`src/rtl/lutram_dp.sv`:
```
// -----------------------------------------------------------------------------
// lutram_dp
// Distributed (LUT) RAM, WIDTH x 2**ADDR_BITS. It has one synchronous write port
// and one asynchronous read port. The array has no reset.
// This is the multi-bit form of the single-bit LUT RAM cell. It is also
// suitable for small register files.
//
// Ports:
//   clock  : write clock (rising edge)
//   we     : write enable
//   waddr  : write address
//   wdata  : write data
//   raddr  : read address (combinational read)
//   rdata  : data at raddr
// -----------------------------------------------------------------------------
module lutram_dp #(
  parameter int WIDTH     = 32,
  parameter int ADDR_BITS = 4
) (
  input  logic                 clock,
  input  logic                 we,
  input  logic [ADDR_BITS-1:0] waddr,
  input  logic [WIDTH-1:0]     wdata,
  input  logic [ADDR_BITS-1:0] raddr,
  output logic [WIDTH-1:0]     rdata
);

  logic [WIDTH-1:0] mem [2**ADDR_BITS];

  always_ff @(posedge clock) begin
    if (we) begin
      mem[waddr] <= wdata;
    end
  end

  // The read path is asynchronous. New data is visible in the same cycle that
  // raddr changes.
  assign rdata = mem[raddr];

endmodule

```
`src/rtl/lutram_fifo.sv`:
```
// -----------------------------------------------------------------------------
// lutram_fifo
// Synchronous first-word-fall-through FIFO built on distributed RAM.
// Typical uses are the store buffer and the instruction prefetch queue.
// It provides an occupancy count, an almost-full threshold, sticky
// overflow/underflow flags and a synchronous clear.
//
// Handshake semantics (push side and pop side):
//   - A push is accepted when push && (!full || pop). The data is written at
//     wrPtr and wrPtr increments. When push && full && !pop, the push is
//     rejected and overflowError sets.
//   - A pop is accepted when pop && !empty. The head entry is on popData before
//     the edge and rdPtr increments. When pop && empty, the pop is rejected and
//     underflowError sets.
//   - clear overrides push and pop. Nothing is accepted and nothing is flagged.
//   - full, empty and almostFull come only from the registered fill count.
//     They have no combinational path from push or pop.
//
// Ports:
//   clock, reset     : clock; asynchronous active-high reset
//   clear            : synchronous flush (pointers, count, error flags)
//   push, pushData   : write request and data
//   pop              : consume head entry
//   popData          : head entry, valid while !empty
//   full, empty      : fillLevel == DEPTH / fillLevel == 0
//   almostFull       : fillLevel >= ALMOST_FULL_LEVEL
//   fillLevel        : stored entries, 0..DEPTH
//   overflowError    : sticky, a push was rejected
//   underflowError   : sticky, a pop was rejected
// -----------------------------------------------------------------------------
module lutram_fifo #(
  parameter int WIDTH             = 32,
  parameter int ADDR_BITS         = 4,
  parameter int ALMOST_FULL_LEVEL = 12
) (
  input  logic               clock,
  input  logic               reset,
  input  logic               clear,
  input  logic               push,
  input  logic [WIDTH-1:0]   pushData,
  input  logic               pop,
  output logic [WIDTH-1:0]   popData,
  output logic               full,
  output logic               empty,
  output logic               almostFull,
  output logic [ADDR_BITS:0] fillLevel,
  output logic               overflowError,
  output logic               underflowError
);

  localparam int                 DEPTH    = 1 << ADDR_BITS;
  localparam logic [ADDR_BITS:0] DEPTH_L  = {1'b1, {ADDR_BITS{1'b0}}};
  localparam logic [ADDR_BITS:0] AF_LEVEL = ALMOST_FULL_LEVEL[ADDR_BITS:0];

  logic [ADDR_BITS-1:0] wr_ptr;
  logic [ADDR_BITS-1:0] rd_ptr;
  logic [ADDR_BITS:0]   fill_q;
  logic                 overflow_q;
  logic                 underflow_q;

  logic                 push_ok;
  logic                 pop_ok;
  logic                 push_rej;
  logic                 pop_rej;
  logic [ADDR_BITS:0]   fill_d;

  // The status flags are decoded from the registered count only.
  assign full       = (fill_q == DEPTH_L);
  assign empty      = (fill_q == '0);
  assign almostFull = (fill_q >= AF_LEVEL);
  assign fillLevel  = fill_q;

  assign overflowError  = overflow_q;
  assign underflowError = underflow_q;

  always_comb begin
    push_ok  = 1'b0;
    pop_ok   = 1'b0;
    push_rej = 1'b0;
    pop_rej  = 1'b0;
    fill_d   = fill_q;
    if (!clear) begin
      // A simultaneous pop frees the head slot, so a push at full is still
      // accepted. The old head is read before the edge and the slot is then
      // rewritten (wrPtr == rdPtr).
      push_ok  = push && (!full || pop);
      pop_ok   = pop && !empty;
      push_rej = push && full && !pop;
      pop_rej  = pop && empty;
      case ({push_ok, pop_ok})
        2'b10:   fill_d = fill_q + 1'b1;
        2'b01:   fill_d = fill_q - 1'b1;
        default: fill_d = fill_q;
      endcase
    end
  end

  always_ff @(posedge clock or posedge reset) begin
    if (reset) begin
      wr_ptr      <= '0;
      rd_ptr      <= '0;
      fill_q      <= '0;
      overflow_q  <= 1'b0;
      underflow_q <= 1'b0;
    end else if (clear) begin
      wr_ptr      <= '0;
      rd_ptr      <= '0;
      fill_q      <= '0;
      overflow_q  <= 1'b0;
      underflow_q <= 1'b0;
    end else begin
      // The pointers are exactly ADDR_BITS wide, so they wrap modulo DEPTH
      // without any extra logic.
      if (push_ok) wr_ptr <= wr_ptr + 1'b1;
      if (pop_ok)  rd_ptr <= rd_ptr + 1'b1;
      fill_q <= fill_d;
      if (push_rej) overflow_q  <= 1'b1;
      if (pop_rej)  underflow_q <= 1'b1;
    end
  end

  lutram_dp #(
    .WIDTH     (WIDTH),
    .ADDR_BITS (ADDR_BITS)
  ) u_ram (
    .clock (clock),
    .we    (push_ok),
    .waddr (wr_ptr),
    .wdata (pushData),
    .raddr (rd_ptr),
    .rdata (popData)
  );

  // DEPTH is used only to document the relationship between DEPTH and
  // DEPTH_L. The tie-off below keeps it referenced.
  logic unused_depth;
  assign unused_depth = (DEPTH == 0);

endmodule

```
`config.mk`:
```
export PLATFORM = sky130hd
export DESIGN_NAME = lutram_fifo
export DESIGN_NICKNAME = d
export VERILOG_FILES = /design/src/rtl/lutram_dp.sv /design/src/rtl/lutram_fifo.sv
export SDC_FILE = /design/constraint.sdc
export NUM_CORES = 1
export LEC_CHECK = 0
export BUFFER_PORTS_ARGS = -buffer_cell sky130_fd_sc_hd__buf_2
export CELL_PAD_IN_SITES_DETAIL_PLACEMENT = 2
export CELL_PAD_IN_SITES_GLOBAL_PLACEMENT = 2
export CORE_ASPECT_RATIO = 1.75
export CORE_UTILIZATION = 50
export DETAILED_ROUTE_END_ITERATION = 6
export GPL_TIMING_DRIVEN = 1
export PLACE_DENSITY = 0.81
export SYNTH_ARGS = -nofsm -noshare
export SYNTH_HDL_FRONTEND = slang
export SYNTH_SLANG_ARGS = --single-unit
```
`constraint.sdc`:
```
create_clock -name clock -period 4.2 [get_ports clock]
set_clock_uncertainty 0.2 [all_clocks]
set_input_delay 0.21 -clock clock [delete_from_list [all_inputs] [get_ports clock]]
set_output_delay 0.21 -clock clock [all_outputs]
set_load 0.01 [all_outputs]
```
==> impl_metrics.yaml <==
synth:
  yosysSeqAreaShare: 0.7764
  synthesis.area_sq_mm: 0.02029
  synth_top_area_frac: 0.7579
  syn_inst: 840
  synthArstFlopShare: 0.02846
  synth_fp_nets: 884
  ys_types: 39
  ys_seq_elements: 527
  synth_area_leaders: "edfxtp_1 76%, mux4_2 18%, dfrtp_1 1.9%, buf_6 0.67%, nor2_1 0.61%"
  synth_area_per_cell_sq_um: 24.15
  synth_top_cell_by_area: "edfxtp_1"
  synth_edf_count: 512
  yosys_warnings: 0
  ys.flop_type: "edfxtp_1"
timing:
  max_freq_ghz: 0.2833
  finalSetupViolCount: 0
  hold_viol: 0
  whs_ns: 0.06813
  tightest_slew_ns: 1.239
  rsz0062_at_grt: "false"
  finalSetupTns_ns: 0
  period_share: 0.8405
  slew_violations: 0
  slew_headroom: 0.1742
  min_period_ns: 3.530
worst_setup_path:
  crit_top_cell: "mux4_2"
  cpLargestDelayFamily: "multiplexers"
  cp_num_buf_inv: 2
  criticalPathCategory: "reg2out"
  worst_setup_path_end_kind: "primary output"
  worst-path-stages: 4
  crit_arrival_ns: 3.12
  cp_max_fo: 31
  crit_chain: "buf_4 > mux4_2 > mux4_2 > buf_2"
  r2r_slack_ns: 1.14
  cp-start-kind: "register"
  r2r.worst_path.cells: 5
  max_stage_delay_ns: 0.89
  critPathSlowestCell: "dfrtp_4"
  r2r-start: "fillLevel[2]$_DFFE_PP0P_"
  reg2reg_to: "u_ram.mem[12][14]$_DFFE_PP_"
  required_ns: 3.79
drt:
  wl_per_cell_microns: 34.28
  highest-signal-layer: "met5"
  wl_met1_mm: 20.30
  routed-wl-met2_mm: 27.55
  wl_met3_mm: 2.410
  firstDrtPassIters: 5
  via_per_inst: 6.239
  detail-route-antenna-nets: 0
  initialDrtViolationCount: 788
  dr_total_vias: 9464
  drt-total-wl_mm: 52.01
  route.detailed.drc: 0
power:
  power_frac_comb: 0.202
  p_switching_w: 0.003239
  ir_drop_uv: 397.1
  clkPwrFrac: 0.319
  p_per_area_mw_per_mm2: 544.0
  p_total_w: 0.01264
  p_int_w: 0.009406
  p_seq_frac: 0.480
  power_switching_share: 0.2561
  p_leak_nw: 7.255
global_route:
  grt_util_all_layers: 0.2620
  grt_antenna_before_repair: 2
  grt_pass1_vias: 10686
  grt_overflow: 0
  grt_start_max_net_pins: 43
  grt_first_pass_wirelength_mm: 74.95
cells_and_area:
  fillers: 3128
  nNetsFinal: 1032
  drive_above_1_share: 0.3438
  fin_area_sq_mm: 0.02324
  area_growth_pct: 14.59
floorplanning:
  dieArea_sq_mm: 0.04141
  initial_core_util: 0.5065
  core_sq_mm: 0.04005
  die_w_microns: 154.3
  io_pins: 79
  rows: 97
  dieHeight_microns: 268.5
clock_network:
  cts_hold_buffers: 38
  clkTransAtPathRegs_ns: 0.06
  cts_sinks: 527
  cts_setup_buffers: 0
  htree_num_levels: 2
  clk_latency_ns: 0.57
  clock_path_buffers: 3
  cts-buffers-inserted: 47
  root_buffer: "clkbuf_16"
  ctsResizeCount: 0
  tritoncts: "yes"
job:
  cap_violations: 0
placement:
  placed_cell_area_sq_mm: 0.02147
  dp_hpwl_mm: 31.02
  io_buffer_count: 78
  gp_congestion: 0.7290
run_status:
  status: "finished, final reports clean"
min_path:
  worstHoldPathType: "in2async"
-- stage by stage --
stage | cells | setup slack [ns] | util
after detailed placement | 1396 | 1.145 | 0.5361
final | 1517 | 0.6698 | 0.5804
after global placement | 1396 | 1.273 | 0.5361
after global routing | 1516 | 0.5091 | 0.5803
after CTS | 1516 | 0.5989 | 0.5803
after floorplan | 840 | 0.8422 | -
-- cell families after synthesis --
| family | Yosys count | synth area share |
|---|---|---|
| and+or+nand+nor | 63 | 0.01480 |
| xor gates and xnor gates | 7 | 0.003022 |
| DFF | 527 | 0.7764 |
| adders and majority gates | 7 | 0.004317 |
| buffers and inverters | 50 | 0.01400 |
| muxes | 164 | 0.1797 |
| AOI/OAI and AO/OA | 22 | 0.007772 |
-- cell usage after synthesis (3+ instances only) --
cell / n
nor3_1: 6
buf_6: 12
mux4_2: 160
a21oi_1: 6
nor2_1: 33
nand2b_1: 4
ha_1: 7
buf_1: 6
buf_2: 5
dfrtp_1: 15
edfxtp_1: 512
clkbuf_1: 22
mux2i_1: 3
nand2_1: 7
o21a_1: 3
xor2_1: 5
o211ai_1: 3
inv_1: 4
-- power groups by stage --
stage | logic, W | clock network, W | registers [W]
6_report | 0.00255 | 0.00403 | 0.00607
5_1_grt | 0.00275 | 0.00424 | 0.00608
4_1_cts | 0.00261 | 0.00410 | 0.00607
3_5_place_dp | 0.00256 | 0 | 0.00619
3_3_place_gp | 0.00244 | 0 | 0.00617
2_1_floorplan | 0.00196 | 0 | 0.00602
-- state kept, by name, indices dropped and copies added (netlist names) --
| register | flops |
|---|---|
| u_ram.mem | 512 |
| overflowError | 1 |
| rd_ptr | 4 |
| underflowError | 1 |
| fillLevel | 5 |
| wr_ptr | 4 |
-- worst reg2reg max path, stage by stage (launching register included) --
cell     delay, ns
dfrtp_1       0.55
or4_4         0.29
o21a_1        0.28
nand2_1       0.30
nor2_4        0.54
buf_4         0.52
-- layer usage --
| metal | up-vias | GRT usage |
|---|---|---|
| met5 | - | 0 |
| met4 | 2 | 0.09312 |
| met3 | 102 | 0.03873 |
| met2 | 297 | 0.4654 |
| met1 | 5183 | 0.3300 |
| li1 | 3880 | - |
-- final cells by class --
type	count	area [sq um]	area share
clock inverter	23	127.6	0.005490
clock buffer	59	1264	0.05437
timing repair buffer	144	1081	0.04651
antenna	1	2.502	0.0001077
multi-input combinational	263	4372	0.1881
sequential	527	15760	0.6780
tap	495	619.3	0.02664
inverter	5	18.77	0.0008074
-- placed cells by master (no fill, tap or decap), types with 7 or more instances in the layout --
cell | synthesis | layout
nor2_4 | 0 | 16
clkbuf_1 | 22 | 10
buf_12 | 0 | 8
edfxtp_1 | 512 | 512
dlygate4sd3_1 | 0 | 38
ha_1 | 7 | 7
clkinv_1 | 0 | 13
mux4_2 | 160 | 160
dfrtp_1 | 15 | 11
clkinv_2 | 0 | 8
nand2_1 | 7 | 7
nor2_1 | 33 | 17
clkbuf_16 | 0 | 49
buf_2 | 5 | 78
buf_4 | 0 | 20
-- how the worst max path moves through the flow --
stage,endpoint,slack [ns],start
CTS,popData[24],0.60,rd_ptr[0]$_DFFE_PP0P_
global route,popData[24],0.51,rd_ptr[0]$_DFFE_PP0P_
global placement,u_ram.mem[12][18]$_DFFE_PP_,1.27,fillLevel[1]$_DFFE_PP0P_
floorplan,u_ram.mem[12][0]$_DFFE_PP_,0.84,fillLevel[2]$_DFFE_PP0P_
detailed placement,u_ram.mem[12][23]$_DFFE_PP_,1.15,fillLevel[2]$_DFFE_PP0P_
finish,popData[24],0.67,rd_ptr[0]$_DFFE_PP0P_
(Power assumes the default switching activity.)
